<file path="config.mk">
export PLATFORM = sky130hd
export DESIGN_NAME = ps2_tx_flat
export DESIGN_NICKNAME = d
export VERILOG_FILES = /design/src/rtl/ps2_tx_if.sv /design/src/rtl/ps2_tx.sv /design/src/flat_wrapper.sv
export SDC_FILE = /design/constraint.sdc
export NUM_CORES = 1
export LEC_CHECK = 0
export ABC_AREA = 1
export CAP_MARGIN = 30
export CORE_UTILIZATION = 40
export CTS_CLUSTER_DIAMETER = 30
export CTS_CLUSTER_SIZE = 20
export DETAILED_ROUTE_END_ITERATION = 16
export GPL_TIMING_DRIVEN = 0
export HOLD_SLACK_MARGIN = 0.08
export MAX_ROUTING_LAYER = met4
export PLACE_DENSITY = 0.62
export SKIP_CTS_REPAIR_TIMING = 1
export SYNTH_ARGS = -nofsm -noshare
export SYNTH_HDL_FRONTEND = slang
export SYNTH_SLANG_ARGS = --single-unit
</file>
<file path="constraint.sdc">
create_clock -name clk -period 1.9 [get_ports clk]
set_clock_uncertainty 0.15 [all_clocks]
set_input_delay 0.38 -clock clk [delete_from_list [all_inputs] [get_ports clk]]
set_output_delay 0.38 -clock clk [all_outputs]
set_load 0.005 [all_outputs]
</file>
<file path="src/rtl/ps2_tx_if.sv">
// ps2_tx_if: start/data handshake, status pulses and open-drain pad signals of the PS/2 host transmitter.
interface ps2_tx_if;
    logic       start;
    logic [7:0] data;
    logic       ready;
    logic       busy;
    logic       done;
    logic       error;
    logic       ps2_clk_in;
    logic       ps2_dat_in;
    logic       ps2_clk_oe;
    logic       ps2_dat_oe;
    modport master (
        output start, data, ps2_clk_in, ps2_dat_in,
        input  ready, busy, done, error, ps2_clk_oe, ps2_dat_oe
    );
    modport slave (
        input  start, data, ps2_clk_in, ps2_dat_in,
        output ready, busy, done, error, ps2_clk_oe, ps2_dat_oe
    );
endinterface

</file>
<file path="src/rtl/ps2_tx.sv">
// ps2_tx: PS/2 host-to-device transmitter; inhibits the clock, requests to send, shifts out one byte
// with odd parity on device clock falls, checks the ACK and guards the whole exchange with a watchdog.
module ps2_tx #(
    parameter int INHIBIT_CYCLES = 2600,
    parameter int TIMEOUT_CYCLES = 400000
) (
    input logic     clk,
    input logic     rst_n,
    ps2_tx_if.slave bus
);
    localparam int IW = $clog2(INHIBIT_CYCLES + 1);
    localparam int WW = $clog2(TIMEOUT_CYCLES + 1);
    localparam logic [IW-1:0] INH_LAST = IW'(INHIBIT_CYCLES - 1);
    localparam logic [WW-1:0] WD_LOAD  = WW'(TIMEOUT_CYCLES);
    localparam logic [2:0] S_IDLE    = 3'd0;
    localparam logic [2:0] S_INHIBIT = 3'd1;
    localparam logic [2:0] S_REQ     = 3'd2;
    localparam logic [2:0] S_SEND    = 3'd3;
    localparam logic [2:0] S_ACK     = 3'd4;
    localparam logic [2:0] S_WAIT    = 3'd5;

    logic [2:0]    r_state;
    logic          r_clk_s1, r_clk_s2, r_clk_prev, r_dat_s1, r_dat_s2;
    logic [9:0]    r_frame;
    logic          r_cur;
    logic [3:0]    r_bit_cnt;
    logic [IW-1:0] r_inh;
    logic [WW-1:0] r_wd;
    logic          r_ack_ok;
    logic          w_fall, w_wd_on, w_wd_exp, w_done, w_error;

    assign w_fall   = r_clk_prev & ~r_clk_s2;
    assign w_wd_on  = (r_state == S_SEND) || (r_state == S_ACK) || (r_state == S_WAIT);
    assign w_wd_exp = w_wd_on && (r_wd == '0);
    assign w_error  = w_wd_exp || ((r_state == S_ACK) && w_fall && r_dat_s2);
    assign w_done   = !w_wd_exp && (r_state == S_WAIT) && r_ack_ok && r_clk_s2 && r_dat_s2;

    assign bus.ready      = (r_state == S_IDLE);
    assign bus.busy       = (r_state != S_IDLE);
    assign bus.done       = w_done;
    assign bus.error      = w_error;
    assign bus.ps2_clk_oe = (r_state == S_INHIBIT) || (r_state == S_REQ);
    // an expired watchdog releases the data line in the same cycle the error is flagged
    assign bus.ps2_dat_oe = (r_state == S_REQ) || ((r_state == S_SEND) && !w_wd_exp && !r_cur);

    // idle lines sit high, so the synchronisers come out of reset high to avoid a phantom fall
    always_ff @(posedge clk or negedge rst_n) begin
        if (!rst_n) begin
            r_clk_s1   <= 1'b1;
            r_clk_s2   <= 1'b1;
            r_clk_prev <= 1'b1;
            r_dat_s1   <= 1'b1;
            r_dat_s2   <= 1'b1;
        end else begin
            r_clk_s1   <= bus.ps2_clk_in;
            r_clk_s2   <= r_clk_s1;
            r_clk_prev <= r_clk_s2;
            r_dat_s1   <= bus.ps2_dat_in;
            r_dat_s2   <= r_dat_s1;
        end
    end

    always_ff @(posedge clk or negedge rst_n) begin
        if (!rst_n) begin
            r_state   <= S_IDLE;
            r_frame   <= '0;
            r_cur     <= 1'b0;
            r_bit_cnt <= '0;
            r_inh     <= '0;
            r_wd      <= '0;
            r_ack_ok  <= 1'b0;
        end else begin
            if (w_wd_on) r_wd <= w_fall ? WD_LOAD : r_wd - WW'(1);
            if (w_error || w_done) r_state <= S_IDLE;
            else case (r_state)
                S_IDLE: if (bus.start) begin
                    r_frame   <= {1'b1, ~^bus.data, bus.data};
                    r_inh     <= '0;
                    r_bit_cnt <= '0;
                    r_cur     <= 1'b0;
                    r_ack_ok  <= 1'b0;
                    r_state   <= S_INHIBIT;
                end
                S_INHIBIT: begin
                    r_inh <= r_inh + IW'(1);
                    if (r_inh == INH_LAST) r_state <= S_REQ;
                end
                S_REQ: begin
                    r_wd    <= WD_LOAD;
                    r_state <= S_SEND;
                end
                S_SEND: if (w_fall) begin
                    r_cur     <= r_frame[r_bit_cnt];
                    r_bit_cnt <= r_bit_cnt + 4'd1;
                    if (r_bit_cnt == 4'd9) r_state <= S_ACK;
                end
                S_ACK: if (w_fall) begin
                    r_ack_ok <= 1'b1;
                    r_state  <= S_WAIT;
                end
                S_WAIT:  r_state <= S_WAIT;
                default: r_state <= S_IDLE;
            endcase
        end
    end
endmodule
</file>
<file path="src/flat_wrapper.sv">
// flat-port wrapper written by rule: the top's interface ports become plain ports
module ps2_tx_flat 
#(
    parameter int INHIBIT_CYCLES = 2600,
    parameter int TIMEOUT_CYCLES = 400000
)
  (clk, rst_n, bus_start, bus_data, bus_ps2_clk_in, bus_ps2_dat_in, bus_ready, bus_busy, bus_done, bus_error, bus_ps2_clk_oe, bus_ps2_dat_oe);
  ps2_tx_if bus_i ();
  input logic clk;
  input logic rst_n;
  input wire logic [$bits(bus_i.start)-1:0] bus_start;
  input wire logic [$bits(bus_i.data)-1:0] bus_data;
  input wire logic [$bits(bus_i.ps2_clk_in)-1:0] bus_ps2_clk_in;
  input wire logic [$bits(bus_i.ps2_dat_in)-1:0] bus_ps2_dat_in;
  output wire logic [$bits(bus_i.ready)-1:0] bus_ready;
  output wire logic [$bits(bus_i.busy)-1:0] bus_busy;
  output wire logic [$bits(bus_i.done)-1:0] bus_done;
  output wire logic [$bits(bus_i.error)-1:0] bus_error;
  output wire logic [$bits(bus_i.ps2_clk_oe)-1:0] bus_ps2_clk_oe;
  output wire logic [$bits(bus_i.ps2_dat_oe)-1:0] bus_ps2_dat_oe;
  assign bus_i.start = bus_start;
  assign bus_i.data = bus_data;
  assign bus_i.ps2_clk_in = bus_ps2_clk_in;
  assign bus_i.ps2_dat_in = bus_ps2_dat_in;
  assign bus_ready = bus_i.ready;
  assign bus_busy = bus_i.busy;
  assign bus_done = bus_i.done;
  assign bus_error = bus_i.error;
  assign bus_ps2_clk_oe = bus_i.ps2_clk_oe;
  assign bus_ps2_dat_oe = bus_i.ps2_dat_oe;
  ps2_tx #(.INHIBIT_CYCLES(INHIBIT_CYCLES), .TIMEOUT_CYCLES(TIMEOUT_CYCLES)) u_core (.clk(clk), .rst_n(rst_n), .bus(bus_i));
endmodule
</file>
==> impl_metrics.tcl, run 1 <==
set metrics [dict create \
    tightest_slew_ps 454.6 \
    critPathBufInv 3 \
    crit_path_cell_trace "buf_12 -> nand3_4 -> nand2_4 -> nand2_2 -> nor2_4 -> buf_6 -> o31ai_2 -> clkbuf_2" \
    slowest_delay_ps 460 \
    antennaDiodeCount 0 \
    die_x_um 90.77 \
    grt_pass1_wl_um 11130 \
    drv_cap 0 \
    ant_nets 0 \
    mostFrequentLayoutCells "85 x nand2_1, 48 x dfrtp_1, 44 x nor2_1" \
    die_y_um 90.77 \
    critPathMaxFanout 4 \
    fill_cells 750 \
    dr.pass1.iters 4 \
    vias 2794 \
    synth_top_area_share 0.3970 \
    cts-buffers-inserted 5 \
    status "finished with violations" \
    viasPerCell 4.842 \
    combPwrFrac 0.514 \
    tns_ps -963.2 \
    p_leak_nw 1.921 \
    initial_core_util 0.4100 \
    setup.worst_path.class "flop to output pin" \
    layout_commonest_cell "nand2_1" \
    clkPwrFrac 0.156 \
    p_int_mw 3.089 \
    cts_tree "done" \
    grt_max_degree 38 \
    required_ps 1370 \
    synthCells 409 \
    drv_slew 0 \
    hold_viol_final 0 \
    cts_root_buf "clkbuf_8" \
    portBuffers 18 \
    setup_viol 8 \
    grt_setup_unrepaired "yes" \
    ys_ff_latch 55 \
    fin_crit_sh 1.174 \
    power-per-cell-area_nw_per_um2 1279 \
    cts_htree_levels 2 \
    seq_area_frac_synth 0.4387 \
    fmax_mhz 448.3 \
    p_sw_frac 0.4111 \
    syn_nets 427 \
    worstReg2RegStart "u_core.r_state[1]$_DFFE_PN0P_" \
    hold_path_depth 0 \
    routabilityCongestion 0.8271 \
    grt_pass1_vias 2482 \
    period_needed_ps 2231 \
    rows 32 \
    drive_above_1_share 0.2821 \
    min_from "u_core.r_clk_s1$_DFF_PN1_" \
    min_path_type "flop to flop" \
    reg2reg_to "u_core.r_inh[10]$_DFFE_PN0P_" \
    drc 0 \
    numClockSinks 55 \
    critPathSlowestCell "dfrtp_2" \
    synth_warnings 0 \
    overflow 0 \
    antenna_found_initial 0 \
    end_kind "output pin" \
    yosys.cell_types.count 34 \
    setup_slack_ps -330.7 \
    netlist_area_um2 3152 \
    critPathTopFamily "flip-flops" \
    holdPathEnd "u_core.r_clk_s2$_DFF_PN1_" \
    p_switching_mw 2.156 \
    drt_wl_total_um 7124 \
    clk_pin_slew_ps 100 \
    relSlewSlack 0.6969 \
    boundaryPins 19 \
    clock_latency_ps 320 \
    grt_usage 0.1728 \
    fin_util 0.5335 \
    drtIter0Drc 75 \
    violations "negative setup slack" \
    reg2reg_slack_ps 0 \
    vdd_drop_max_mv 0.5503 \
    post_drt_wl_per_cell_um 12.35 \
    cp.arrival_ps 1700 \
    startpoint_type "flop" \
    area_growth_pct 30.13 \
    p_seq_frac 0.329 \
    yosysTopAreaCell "dfrtp_1" \
    syn_avg_cell_area_um2 7.706 \
    clockBufferDepth 2 \
    nets 492 \
    dp_hpwl_um 4776 \
    core_um2 7687 \
    r2r_cells 11 \
    die_area_um2 8238 \
    yosys-top-cells-area "dfrtp_1 40%, nand2_1 12%, nor2_1 6.7%, inv_1 5.6%, nand3_1 5.6%" \
]
==> power by group through the flow <==
stage	Sequential, mW	Clock, mW	Combinational, mW
final	1.73	0.820	2.70
after global routing	1.76	0.888	3.00
after CTS	1.69	0.834	1.97
after detailed placement	1.72	0	1.96
after global placement	1.71	0	1.92
after floorplan	1.66	0	1.47
==> state kept, by name, indices dropped and copies added (netlist names), 3 cells and up <==
| name | flops |
|---|---|
| u_core.r_bit_cnt | 4 |
| u_core.r_state | 3 |
| u_core.r_inh | 12 |
| u_core.r_wd | 19 |
| u_core.r_frame | 10 |
==> cell type report <==
class                      count  area [um2]  area share
inverter                      53       203.9     0.04973
clock buffer                   6       82.58     0.02013
multi-input combinational    295        1722      0.4198
timing repair buffer          58       495.5      0.1208
clock inverter                 2       35.03    0.008542
tap                          102       127.6     0.03112
buffer                         6       50.05     0.01220
sequential                    55        1385      0.3377
==> synthesized netlist by cell type (all sizes together) <==
cell,count
buf,6
a21oi,16
xnor2,8
ha,5
a22o,1
nand4,9
dfstp,5
nor2,63
nor4,1
nor3,10
o31ai,1
o21a,2
a21o,1
nand2,104
dfrtp,50
o21ai,21
o211ai,2
and3,2
xor2,11
inv,53
nand3,38
==> how the worst max path moves through the flow <==
stage               slack, ps  cells after the start                       endpoint                           from
floorplan                 230                      7                 bus_ps2_dat_oe       u_core.r_wd[0]$_DFF_PN0_
global placement        -1460                      1  u_core.r_frame[6]$_DFFE_PN0P_                          rst_n
detailed placement       -510                      8                 bus_ps2_dat_oe       u_core.r_wd[0]$_DFF_PN0_
CTS                      -880                      8                 bus_ps2_dat_oe       u_core.r_wd[0]$_DFF_PN0_
global route             -400                      8                 bus_ps2_dat_oe      u_core.r_wd[11]$_DFF_PN0_
finish                   -330                      8                 bus_ps2_dat_oe  u_core.r_state[1]$_DFFE_PN0P_
==> routing by layer <==
layer,global-route usage,up-vias,part of all wire
li1,-,1444,-
met1,0.2110,1306,0.45
met2,0.2910,34,0.51
met3,0.02778,10,0.022
met4,0.05645,0,0.019
met5,-,-,0
==> logic make-up after synthesis <==
logic type / Yosys count / synth area share
adders and majority gates: 5 / 0.01985
DFF: 55 / 0.4387
and+or+nand+nor: 227 / 0.3327
xor gates and xnor gates: 19 / 0.05280
AOI/OAI and AO/OA: 44 / 0.07702
buffers and inverters: 59 / 0.07900
==> per-stage QoR <==
stage	power [mW]	worst slack (ps)	hold WS (ps)	instance area (um2)	std cells
finish	5.245	-330.7	201.0	4101	577
global route	5.655	-402.0	211.1	4101	577
CTS	4.500	-876.7	-132.2	3592	538
detailed placement	3.679	-505.0	197.0	3475	530
global placement	3.630	-1460	197.1	3460	529
floorplan	3.130	232.7	-65.59	3152	409
==> worst reg2reg max path: cells and delay by family (launching register included) <==
family	cells	cell delay (ps)
buf+inv	6	610
compound gates	1	50
flops	1	460
simple gates	4	520
Note: power is estimated with default switching activity, not from simulation.
==> run 2, diff against run 1 <==
--- a/config.mk
+++ b/config.mk
@@ -7,6 +7,7 @@
 export LEC_CHECK = 0
 export ABC_AREA = 1
 export CAP_MARGIN = 30
+export CORE_ASPECT_RATIO = 0.75
 export CORE_UTILIZATION = 40
 export CTS_CLUSTER_DIAMETER = 30
 export CTS_CLUSTER_SIZE = 20
==> run 2 against run 1 <==
The run still ends with negative setup slack left. Routed wire length down 0.46%. Utilization down 0.85 points. Worst setup slack better by 18 ps. Critical path depth unchanged. Combinational power down 8.1%. Clock power down 16%. Final area down 4.0%. Via count down 1.0%. Die area about the same. Power down 6.9%. Critical path type unchanged. Critical endpoint unchanged. Largest power group unchanged.
==> impl_metrics.tcl, run 2 (synthesis results as in run 1) <==
set metrics [dict create \
    clock_latency_ps 310 \
    nets 475 \
    fill_cells 719 \
    antennaDiodeCount 0 \
    dp_worst_setup_slack_ps -473.4 \
    grt_max_degree 36 \
    hold_viol_final 0 \
    clockBufferDepth 2 \
    grt_pass1_wl_um 11550 \
    portBuffers 18 \
    clk_pin_slew_ps 100 \
    initial_core_util 0.4203 \
    grt_usage 0.1773 \
    cts_root_buf "clkbuf_8" \
    crit_start "u_core.r_wd[8]$_DFF_PN0_" \
    drc 0 \
    worstReg2RegStart "u_core.r_state[1]$_DFFE_PN0P_" \
    required_ps 1370 \
    dp_cells 529 \
    layout_commonest_cell "nand2_1" \
    grt_pass1_vias 2499 \
    multiInputGateArea_um2 1725 \
    final-seq-area_um2 1385 \
    final_cells 559 \
    routabilityCongestion 0.8505 \
    fmax_mhz 451.9 \
    overflow 0 \
    die_y_um 78.88 \
    power_mw 4.885 \
    setup.worst_path.class "flop to output pin" \
    critPathMaxFanout 4 \
    p_leak_nw 1.821 \
    largest_reg_flops 19 \
    violations "negative setup slack" \
    end_kind "output pin" \
    wl_met3_um 198 \
    drt_wl_total_um 7091 \
    period_needed_ps 2213 \
    cts_htree_levels 2 \
    antenna_found_initial 0 \
    cts-buffers-inserted 5 \
    numClockSinks 55 \
    boundaryPins 19 \
    largestRegisters "u_core.r_wd x19, u_core.r_inh x12, u_core.r_frame x10" \
    startpoint_type "flop" \
    dp_hpwl_um 4995 \
    vias 2766 \
    drtIter0Drc 114 \
    viasPerCell 4.948 \
    tns_ps -973.0 \
    mostFrequentLayoutCells "85 x nand2_1, 48 x dfrtp_1, 44 x nor2_1" \
    post_drt_wl_per_cell_um 12.69 \
    rows 27 \
    drv_slew 0 \
    die_x_um 104.5 \
    cp.arrival_ps 1680 \
    tightest_slew_ps 501.2 \
    vdd_drop_max_mv 0.5549 \
    die_area_um2 8242 \
    fin_crit_sh 1.165 \
    ant_nets 0 \
    design_area_um2 3938 \
    wl_met1_um 3735 \
    core_um2 7500 \
    placed_area_um2 3473 \
    routed.top_layer "met4" \
    grt_setup_unrepaired "yes" \
    min_from "u_core.r_clk_s1$_DFF_PN1_" \
    area_growth_pct 24.93 \
    cts_tree "done" \
    power-per-cell-area_nw_per_um2 1241 \
    status "finished with violations" \
    setup_slack_ps -312.8 \
    dr_wl_met2_um 3122 \
    setup_viol 12 \
    dr.pass1.iters 4 \
    largest_register "u_core.r_wd" \
    drv_cap 0 \
    relSlewSlack 0.6659 \
    drive_above_1_share 0.2533 \
    min_path_type "flop to flop" \
]
-- run 2: changes by cell type in the layout (fill, tap and decap cells not counted), moves of 2 or more --
cell     previous run  this run
buf_4              34        16
buf_2               2         4
inv_2              10         8
nor2_2              8        10
nor2_4             11         9
o21ai_2             7         5
-- run 2: metrics by stage --
stage / hold WS, ps / utilization
global placement: 196.0 / 0.4611
CTS: -107.0 / 0.4758
floorplan: -65.59 / -
finish: 210.7 / 0.5250
global route: 213.4 / 0.5250
detailed placement: 196.8 / 0.4631
-- run 2: critical path: stages (launching register included) --
cell,delay (ps)
dfrtp_1,410
nor2_2,160
nand2_2,100
nor2_4,150
nand2_1,80
nor2_2,170
buf_6,130
o31ai_4,50
buf_2,130
-- run 2: final cells by class --
class,count,area share
buffer,6,0.01366
clock buffer,7,0.02193
multi-input combinational,295,0.4382
clock inverter,1,0.002224
tap,101,0.03209
timing repair buffer,41,0.08770
sequential,55,0.3518
inverter,53,0.05243
-- run 2: routing by layer --
| metal | vias up | GRT usage |
|---|---|---|
| li1 | 1404 | - |
| met1 | 1318 | 0.2646 |
| met2 | 42 | 0.2530 |
| met3 | 2 | 0.02956 |
| met4 | 0 | 0.03143 |
| met5 | - | - |
-- run 2: power by group --
group	internal, mW	leakage (nW)	switching [mW]	total, mW
Combinational	0.998	1.09	1.48	2.48
Clock	0.300	0.0484	0.385	0.685
Sequential	1.47	0.679	0.250	1.72
Total	2.77	1.82	2.12	4.89
-- run 2: final timing paths --
check                                                    to  slack (ps)  cells after the start
worst min-delay path              u_core.r_clk_s2$_DFF_PN1_         210                      0
max in group asynchronous       u_core.r_clk_prev$_DFF_PN1_         560                      3
worst min register to register    u_core.r_clk_s2$_DFF_PN1_         210                      0
min in group asynchronous       u_core.r_inh[7]$_DFFE_PN0P_         400                      2
worst max-delay path                         bus_ps2_dat_oe        -310                      8
worst max register to register  u_core.r_inh[5]$_DFFE_PN0P_         -30                     11
